<file path="src/rtl/ula_muldiv_ctrl.sv">
// ALU control decoder plus a multi-cycle mult/multu/div/divu sequencer with HI/LO result registers.
// One shift-add or restoring shift-subtract step per cycle on operand magnitudes; signs are applied in a final fix-up cycle.
module ula_muldiv_ctrl #(
    parameter int WIDTH = 32,
    parameter int CNT_W = 6
) (
    input  logic             clk,
    input  logic             rst,
    input  logic [2:0]       ALUOp,
    input  logic [5:0]       funct,
    input  logic             start,
    input  logic [WIDTH-1:0] a,
    input  logic [WIDTH-1:0] b,
    output logic [3:0]       ALUCtrl,
    output logic             busy,
    output logic             done,
    output logic [WIDTH-1:0] hi,
    output logic [WIDTH-1:0] lo
);

    typedef enum logic [1:0] {IDLE, RUN, FIX, DONE} state_t;

    state_t                 state_reg, state_next;
    logic [CNT_W-1:0]       cnt_reg;
    logic [2*WIDTH-1:0]     acc_reg;
    logic [WIDTH-1:0]       opnd_reg;
    logic                   div_reg;
    logic                   neg_lo_reg;
    logic                   neg_hi_reg;
    logic [WIDTH-1:0]       hi_reg;
    logic [WIDTH-1:0]       lo_reg;

    // ---------------- ALU control decode ----------------
    always_comb begin
        ALUCtrl = 4'b0010;
        case (ALUOp)
            3'b000: ALUCtrl = 4'b0010;
            3'b001: ALUCtrl = 4'b0110;
            3'b011: ALUCtrl = 4'b0111;
            3'b100: ALUCtrl = 4'b1001;
            3'b101: ALUCtrl = 4'b1010;
            3'b110: ALUCtrl = 4'b1011;
            3'b111: ALUCtrl = 4'b0111;
            3'b010: begin
                case (funct)
                    6'b100000, 6'b100001: ALUCtrl = 4'b0010;
                    6'b100010, 6'b100011: ALUCtrl = 4'b0110;
                    6'b100100:            ALUCtrl = 4'b0000;
                    6'b100101:            ALUCtrl = 4'b0001;
                    6'b100110:            ALUCtrl = 4'b0011;
                    6'b100111:            ALUCtrl = 4'b0100;
                    6'b101010:            ALUCtrl = 4'b0111;
                    6'b101011:            ALUCtrl = 4'b1000;
                    6'b000000, 6'b000100: ALUCtrl = 4'b1001;
                    6'b000010, 6'b000110: ALUCtrl = 4'b1010;
                    6'b000011, 6'b000111: ALUCtrl = 4'b1011;
                    6'b011000:            ALUCtrl = 4'b1100;
                    6'b011001:            ALUCtrl = 4'b1101;
                    6'b011010:            ALUCtrl = 4'b1110;
                    6'b011011:            ALUCtrl = 4'b1111;
                    default:              ALUCtrl = 4'b0010;
                endcase
            end
            default: ALUCtrl = 4'b0010;
        endcase
    end

    // ---------------- launch decode ----------------
    logic             accept;
    logic             is_div_in;
    logic             is_signed_in;
    logic             a_neg;
    logic             b_neg;
    logic             div_zero_in;
    logic [WIDTH-1:0] mag_a;
    logic [WIDTH-1:0] mag_b;

    // Codes 1100..1111: bit1 selects divide, bit0 selects the unsigned variant.
    assign accept       = (state_reg == IDLE) && start && (ALUCtrl[3:2] == 2'b11);
    assign is_div_in    = ALUCtrl[1];
    assign is_signed_in = ~ALUCtrl[0];
    assign a_neg        = is_signed_in & a[WIDTH-1];
    assign b_neg        = is_signed_in & b[WIDTH-1];
    assign mag_a        = a_neg ? (~a + WIDTH'(1)) : a;
    assign mag_b        = b_neg ? (~b + WIDTH'(1)) : b;
    assign div_zero_in  = is_div_in && (b == '0);

    // ---------------- datapath step ----------------
    logic [WIDTH:0]       mul_sum;
    logic [2*WIDTH-1:0]   mul_next;
    logic [WIDTH:0]       div_shift;
    logic                 div_fits;
    logic [WIDTH-1:0]     div_sub;
    logic [2*WIDTH-1:0]   div_next;

    // Multiplier sits in the low half and retires one bit per step as the product shifts in.
    assign mul_sum  = {1'b0, acc_reg[2*WIDTH-1:WIDTH]} + (acc_reg[0] ? {1'b0, opnd_reg} : '0);
    assign mul_next = {mul_sum, acc_reg[WIDTH-1:1]};

    // Remainder in the high half, dividend bits shifted out of the low half as quotient bits shift in.
    assign div_shift = acc_reg[2*WIDTH-1:WIDTH-1];
    assign div_fits  = div_shift >= {1'b0, opnd_reg};
    assign div_sub   = div_shift[WIDTH-1:0] - opnd_reg;
    assign div_next  = div_fits ? {div_sub, acc_reg[WIDTH-2:0], 1'b1}
                                : {div_shift[WIDTH-1:0], acc_reg[WIDTH-2:0], 1'b0};

    // ---------------- sign fix-up ----------------
    logic [2*WIDTH-1:0] fix_prod;
    logic [WIDTH-1:0]   fix_lo;
    logic [WIDTH-1:0]   fix_hi;
    logic [WIDTH-1:0]   hi_next;
    logic [WIDTH-1:0]   lo_next;

    assign fix_prod = neg_lo_reg ? (~acc_reg + (2*WIDTH)'(1)) : acc_reg;
    assign fix_lo   = neg_lo_reg ? (~acc_reg[WIDTH-1:0] + WIDTH'(1)) : acc_reg[WIDTH-1:0];
    assign fix_hi   = neg_hi_reg ? (~acc_reg[2*WIDTH-1:WIDTH] + WIDTH'(1)) : acc_reg[2*WIDTH-1:WIDTH];
    assign hi_next  = div_reg ? fix_hi : fix_prod[2*WIDTH-1:WIDTH];
    assign lo_next  = div_reg ? fix_lo : fix_prod[WIDTH-1:0];

    // ---------------- FSM ----------------
    always_comb begin
        state_next = state_reg;
        busy       = 1'b0;
        done       = 1'b0;
        case (state_reg)
            IDLE: begin
                if (accept) begin
                    state_next = div_zero_in ? FIX : RUN;
                end
            end
            RUN: begin
                busy = 1'b1;
                if (cnt_reg == CNT_W'(WIDTH - 1)) begin
                    state_next = FIX;
                end
            end
            FIX: begin
                busy       = 1'b1;
                state_next = DONE;
            end
            DONE: begin
                done       = 1'b1;
                state_next = IDLE;
            end
            default: state_next = IDLE;
        endcase
    end

    always_ff @(posedge clk) begin
        if (rst) begin
            state_reg  <= IDLE;
            cnt_reg    <= '0;
            acc_reg    <= '0;
            opnd_reg   <= '0;
            div_reg    <= 1'b0;
            neg_lo_reg <= 1'b0;
            neg_hi_reg <= 1'b0;
            hi_reg     <= '0;
            lo_reg     <= '0;
        end else begin
            state_reg <= state_next;
            if (accept) begin
                cnt_reg  <= '0;
                div_reg  <= is_div_in;
                opnd_reg <= mag_b;
                if (div_zero_in) begin
                    // Divide-by-zero result is preloaded and passes through fix-up unchanged.
                    acc_reg    <= {a, {WIDTH{1'b1}}};
                    neg_lo_reg <= 1'b0;
                    neg_hi_reg <= 1'b0;
                end else begin
                    acc_reg    <= {{WIDTH{1'b0}}, mag_a};
                    neg_lo_reg <= a_neg ^ b_neg;
                    neg_hi_reg <= is_div_in ? a_neg : (a_neg ^ b_neg);
                end
            end
            if (state_reg == RUN) begin
                acc_reg <= div_reg ? div_next : mul_next;
                cnt_reg <= cnt_reg + CNT_W'(1);
            end
            if (state_reg == FIX) begin
                hi_reg <= hi_next;
                lo_reg <= lo_next;
            end
        end
    end

    assign hi = hi_reg;
    assign lo = lo_reg;

endmodule

</file>
<file path="config.mk">
export PLATFORM = sky130hd
export DESIGN_NAME = ula_muldiv_ctrl
export DESIGN_NICKNAME = d
export VERILOG_FILES = /design/src/rtl/ula_muldiv_ctrl.sv
export SDC_FILE = /design/constraint.sdc
export NUM_CORES = 1
export LEC_CHECK = 0
export ABC_AREA = 1
export CAP_MARGIN = 30
export CORE_MARGIN = 8
export CORE_UTILIZATION = 30
export DETAILED_ROUTE_END_ITERATION = 8
export GPL_TIMING_DRIVEN = 0
export PLACE_DENSITY = 0.45
export SLEW_MARGIN = 20
export SYNTH_ARGS = -nofsm -noshare
export SYNTH_HDL_FRONTEND = slang
export SYNTH_SLANG_ARGS = --single-unit
export TNS_END_PERCENT = 20
</file>
<file path="constraint.sdc">
create_clock -name clk -period 3.1 [get_ports clk]
set_input_delay 0.62 -clock clk [delete_from_list [all_inputs] [get_ports clk]]
set_output_delay 0.62 -clock clk [all_outputs]
set_load 0.02 [all_outputs]
</file>
==> flow_summary.json <==
{
  "slowest_stage": "dfxtp_1",
  "yosysUniqueCellTypes": 54,
  "die_w_um": 258.5,
  "yosys.area.top_type_share_pct": 19.40,
  "end_kind": "flop",
  "startpoint_type": "flop",
  "yosys-top-cells-area": "dfxtp_1, nand2_1, inv_1, nor2_1, a21oi_1",
  "max_clock_freq_mhz": 322.6,
  "vdd_drop_max_v": 0.0005739,
  "setup_ws_ps": -0.01021,
  "drt-total-wl_mm": 91.08,
  "ctsHoldBuffers": 0,
  "first_pass_iters": 6,
  "p_int_mw": 8.286,
  "use_met1_pct": 34.27,
  "drc": 0,
  "multi_input_area_um2": 11880,
  "grt_max_degree": 19,
  "pre_cts_ws_ps": -481.6,
  "avgSynthCellArea_um2": 5.635,
  "cts_buffers": 17,
  "clockRootBuffer": "clkbuf_16",
  "vias": 21080,
  "rsz0062_at_grt": "true",
  "period_share_pct": 100.0,
  "violations": "setup timing",
  "gr-total-overflow": 0,
  "yosysWarningCount": 0,
  "fillers": 6792,
  "largest_reg_flops": 64,
  "setup_viol": 1,
  "cts_tree": "yes",
  "die_h_um": 258.5,
  "status": "complete, but fails checks",
  "period_minus_slack_ps": 3100,
  "first_iter_violations": 1839,
  "critical_path.most_common_cell": "nand2_1",
  "cap_violations": 0,
  "crit_start": "acc_reg[33]$_SDFFE_PP0P_",
  "syn-cell-area_um2": 17650,
  "postRouteAntennaNets": 0,
  "grt_usage_pct": 26.30,
  "clk_path_buf_depth": 2,
  "reg2reg_from": "acc_reg[33]$_SDFFE_PP0P_",
  "core_um2": 58570,
  "endpoint": "acc_reg[53]$_SDFFE_PP0P_",
  "power_switching_share_pct": 58.31,
  "cp_max_fo": 10,
  "met2_usage_pct": 43.20,
  "worst_ep_arrival_time_ps": 3520,
  "synthesis.nets": 3287,
  "drv_slew": 0,
  "hold_viol": 0,
  "routedWlPerCell_um": 22.30,
  "gp_congestion": 0.9685,
  "r2r_slack_ps": -0.01,
  "diodes": 0,
  "place_hpwl_mm": 76.67,
  "clk_latency_ps": 500,
  "grt_pass1_vias": 20160,
  "timing.rr.end": "acc_reg[53]$_SDFFE_PP0P_",
  "ios": 146,
  "h-tree-depth": 4,
  "syn_inst": 3132,
  "ys_ff_latch": 171,
  "rows": 89,
  "viasPerCell": 5.161,
  "cts.clk_slew.worst_paths_ps": 80,
  "initial_core_util_pct": 30.13,
  "leakage_nw": 10.20,
  "utilization_pct": 35.50,
  "fp.dieArea_um2": 66850,
  "drive_gt1_share_pct": 5.587,
  "crit_path_max_incr_delay_ps": 610,
  "power_density_nw_per_um2": 955.9,
  "syn_to_final_growth_pct": 17.82,
  "crit_type": "flop to flop",
  "worst_slew_pin_slew_ps": 975.7,
  "use_met3_pct": 3.832,
  "crit_chain": "ha_1 > nand2_1 > nand2_1 > nand2_1 > nand2_1 > nand2_1 > nand3_2 > nand2_1 > nand2_1 > nand2_2 > nand2_4 > buf_6 > nand3_1 > nand3_1 > nand2_1 > nand2_1 > a21oi_1",
  "combPwrFrac_pct": 68.4,
  "required_ps": 3520,
  "finalNetCount": 3453,
  "seq_power_share_pct": 19.4,
  "antenna_found_initial": 0,
  "regArea_um2": 3456,
  "switchingPower_mw": 11.59,
  "skew_ps": 16.17,
  "rr_worst_depth": 17,
  "port_buffers": 141,
  "hold_class": "flop to flop",
  "slew_headroom_pct": 34.35,
  "clkSinkCount": 171,
  "grt_pass1_wl_mm": 130.7,
  "p_clk_share_pct": 12.2,
  "busiest_layer": "met2",
  "synth_largest_area_cell": "dfxtp_1",
  "ys_seq_area_share_pct": 19.40
}
cells in the mapped netlist, drive strengths merged:
master         n
nor4b          1
o211ai        36
and3           1
xnor2         18
clkinv         2
nand4         47
o21ai        282
o21bai         8
a21oi        262
fa             2
a211oi         1
o31ai          3
nand3        205
clkbuf        64
buf           51
nand3b        13
nor4          12
o2111ai        1
o221ai        19
or2            4
dlygate4sd1    1
nor3          47
dfxtp        171
a21o           7
dlygate4sd3    1
and2           2
nand2        843
inv          478
o21a           8
nor3b          2
a31oi          5
nor2         391
o22ai          1
xor2          66
ha            77
worst max-delay path, delay by kind of cell (launching register included):
family / cells / cell delay, ps
fa+ha+maj: 1 / 390
buf+inv: 1 / 190
flops: 1 / 610
compound gates: 1 / 130
simple gates: 14 / 1670
power groups by stage:
stage / clock, mW / sequential, mW / combinational (mW)
2_1_floorplan: 0 / 3.69 / 8.45
3_3_place_gp: 0 / 3.84 / 13.4
3_5_place_dp: 0 / 3.85 / 13.4
4_1_cts: 2.47 / 3.81 / 13.5
5_1_grt: 2.54 / 3.93 / 14.9
6_report: 2.43 / 3.86 / 13.6
layout make-up:
class                   instances  area share, %
repair buffers                147          7.052
inverters                     480          8.665
well taps                     773          4.651
flip-flops and latches        171          16.62
multi-input cells            2364          57.12
plain buffers                 117          2.894
clock inverters                14         0.9327
clock buffers                  18          2.064
per-layer routing:
layer	vias up	routed length [um]
met1	9792	40540
met5	-	0
met3	114	5663
li1	10440	-
met2	728	41210
met4	0	3662
per-stage QoR:
| stage | std cells | hold slack [ps] | setup TNS (ps) | power, mW | area (um2) |
|---|---|---|---|---|---|
| 2_1_floorplan | 3132 | 453.9 | 0 | 12.13 | 17650 |
| 3_3_place_gp | 4046 | 461.8 | -38050 | 17.23 | 20030 |
| 3_5_place_dp | 4050 | 468.7 | -18480 | 17.24 | 20070 |
| 4_1_cts | 4082 | 491.9 | 0 | 19.75 | 20720 |
| 5_1_grt | 4084 | 510.1 | -443.1 | 21.33 | 20790 |
| 6_report | 4084 | 483.4 | -0.01021 | 19.88 | 20790 |
worst min path at each step:
stage	from	end	slack (ps)	cells past startpoint
2_1_floorplan	cnt_reg[0]$_SDFFE_PP0P_	cnt_reg[0]$_SDFFE_PP0P_	450	1
3_5_place_dp	hi[11]$_SDFFE_PP0P_	hi[11]$_SDFFE_PP0P_	470	2
3_3_place_gp	hi[2]$_SDFFE_PP0P_	hi[2]$_SDFFE_PP0P_	460	2
4_1_cts	hi[5]$_SDFFE_PP0P_	hi[5]$_SDFFE_PP0P_	490	2
6_report	hi[5]$_SDFFE_PP0P_	hi[5]$_SDFFE_PP0P_	480	2
5_1_grt	lo[9]$_SDFFE_PP0P_	lo[9]$_SDFFE_PP0P_	510	2
kinds of logic (layout without fill, tap and decap cells):
group	after synthesis	in the layout	share of synthesized area, %
AOI/OAI and AO/OA	633	633	19.70
xor gates and xnor gates	84	84	4.169
adders and majority gates	79	79	5.686
and+or+nand+nor	1568	1568	37.52
DFF	171	171	19.40
buffers and inverters	597	776	13.53
cell usage in the layout, fill, tap and decap left out, drive strengths merged, types with 12 or more instances in the layout:
cell	netlist	routed
inv	478	486
nand3b	13	13
nor2	391	391
buf	51	59
a21oi	262	262
nand3	205	205
o21ai	282	282
nor3	47	47
o221ai	19	19
dfxtp	171	171
xnor2	18	18
nor4	12	12
nand2	843	843
ha	77	77
nand4	47	47
clkbuf	64	82
xor2	66	66
o211ai	36	36
clkdlybuf4s50	0	136
timing repair:
item / 4_1_cts / 5_1_grt
gates resized for setup: 29 / 30
setup buffers: 0 / 1
endpoints found under the setup margin: 23 / 16
Power figures use the tool's default switching activity.
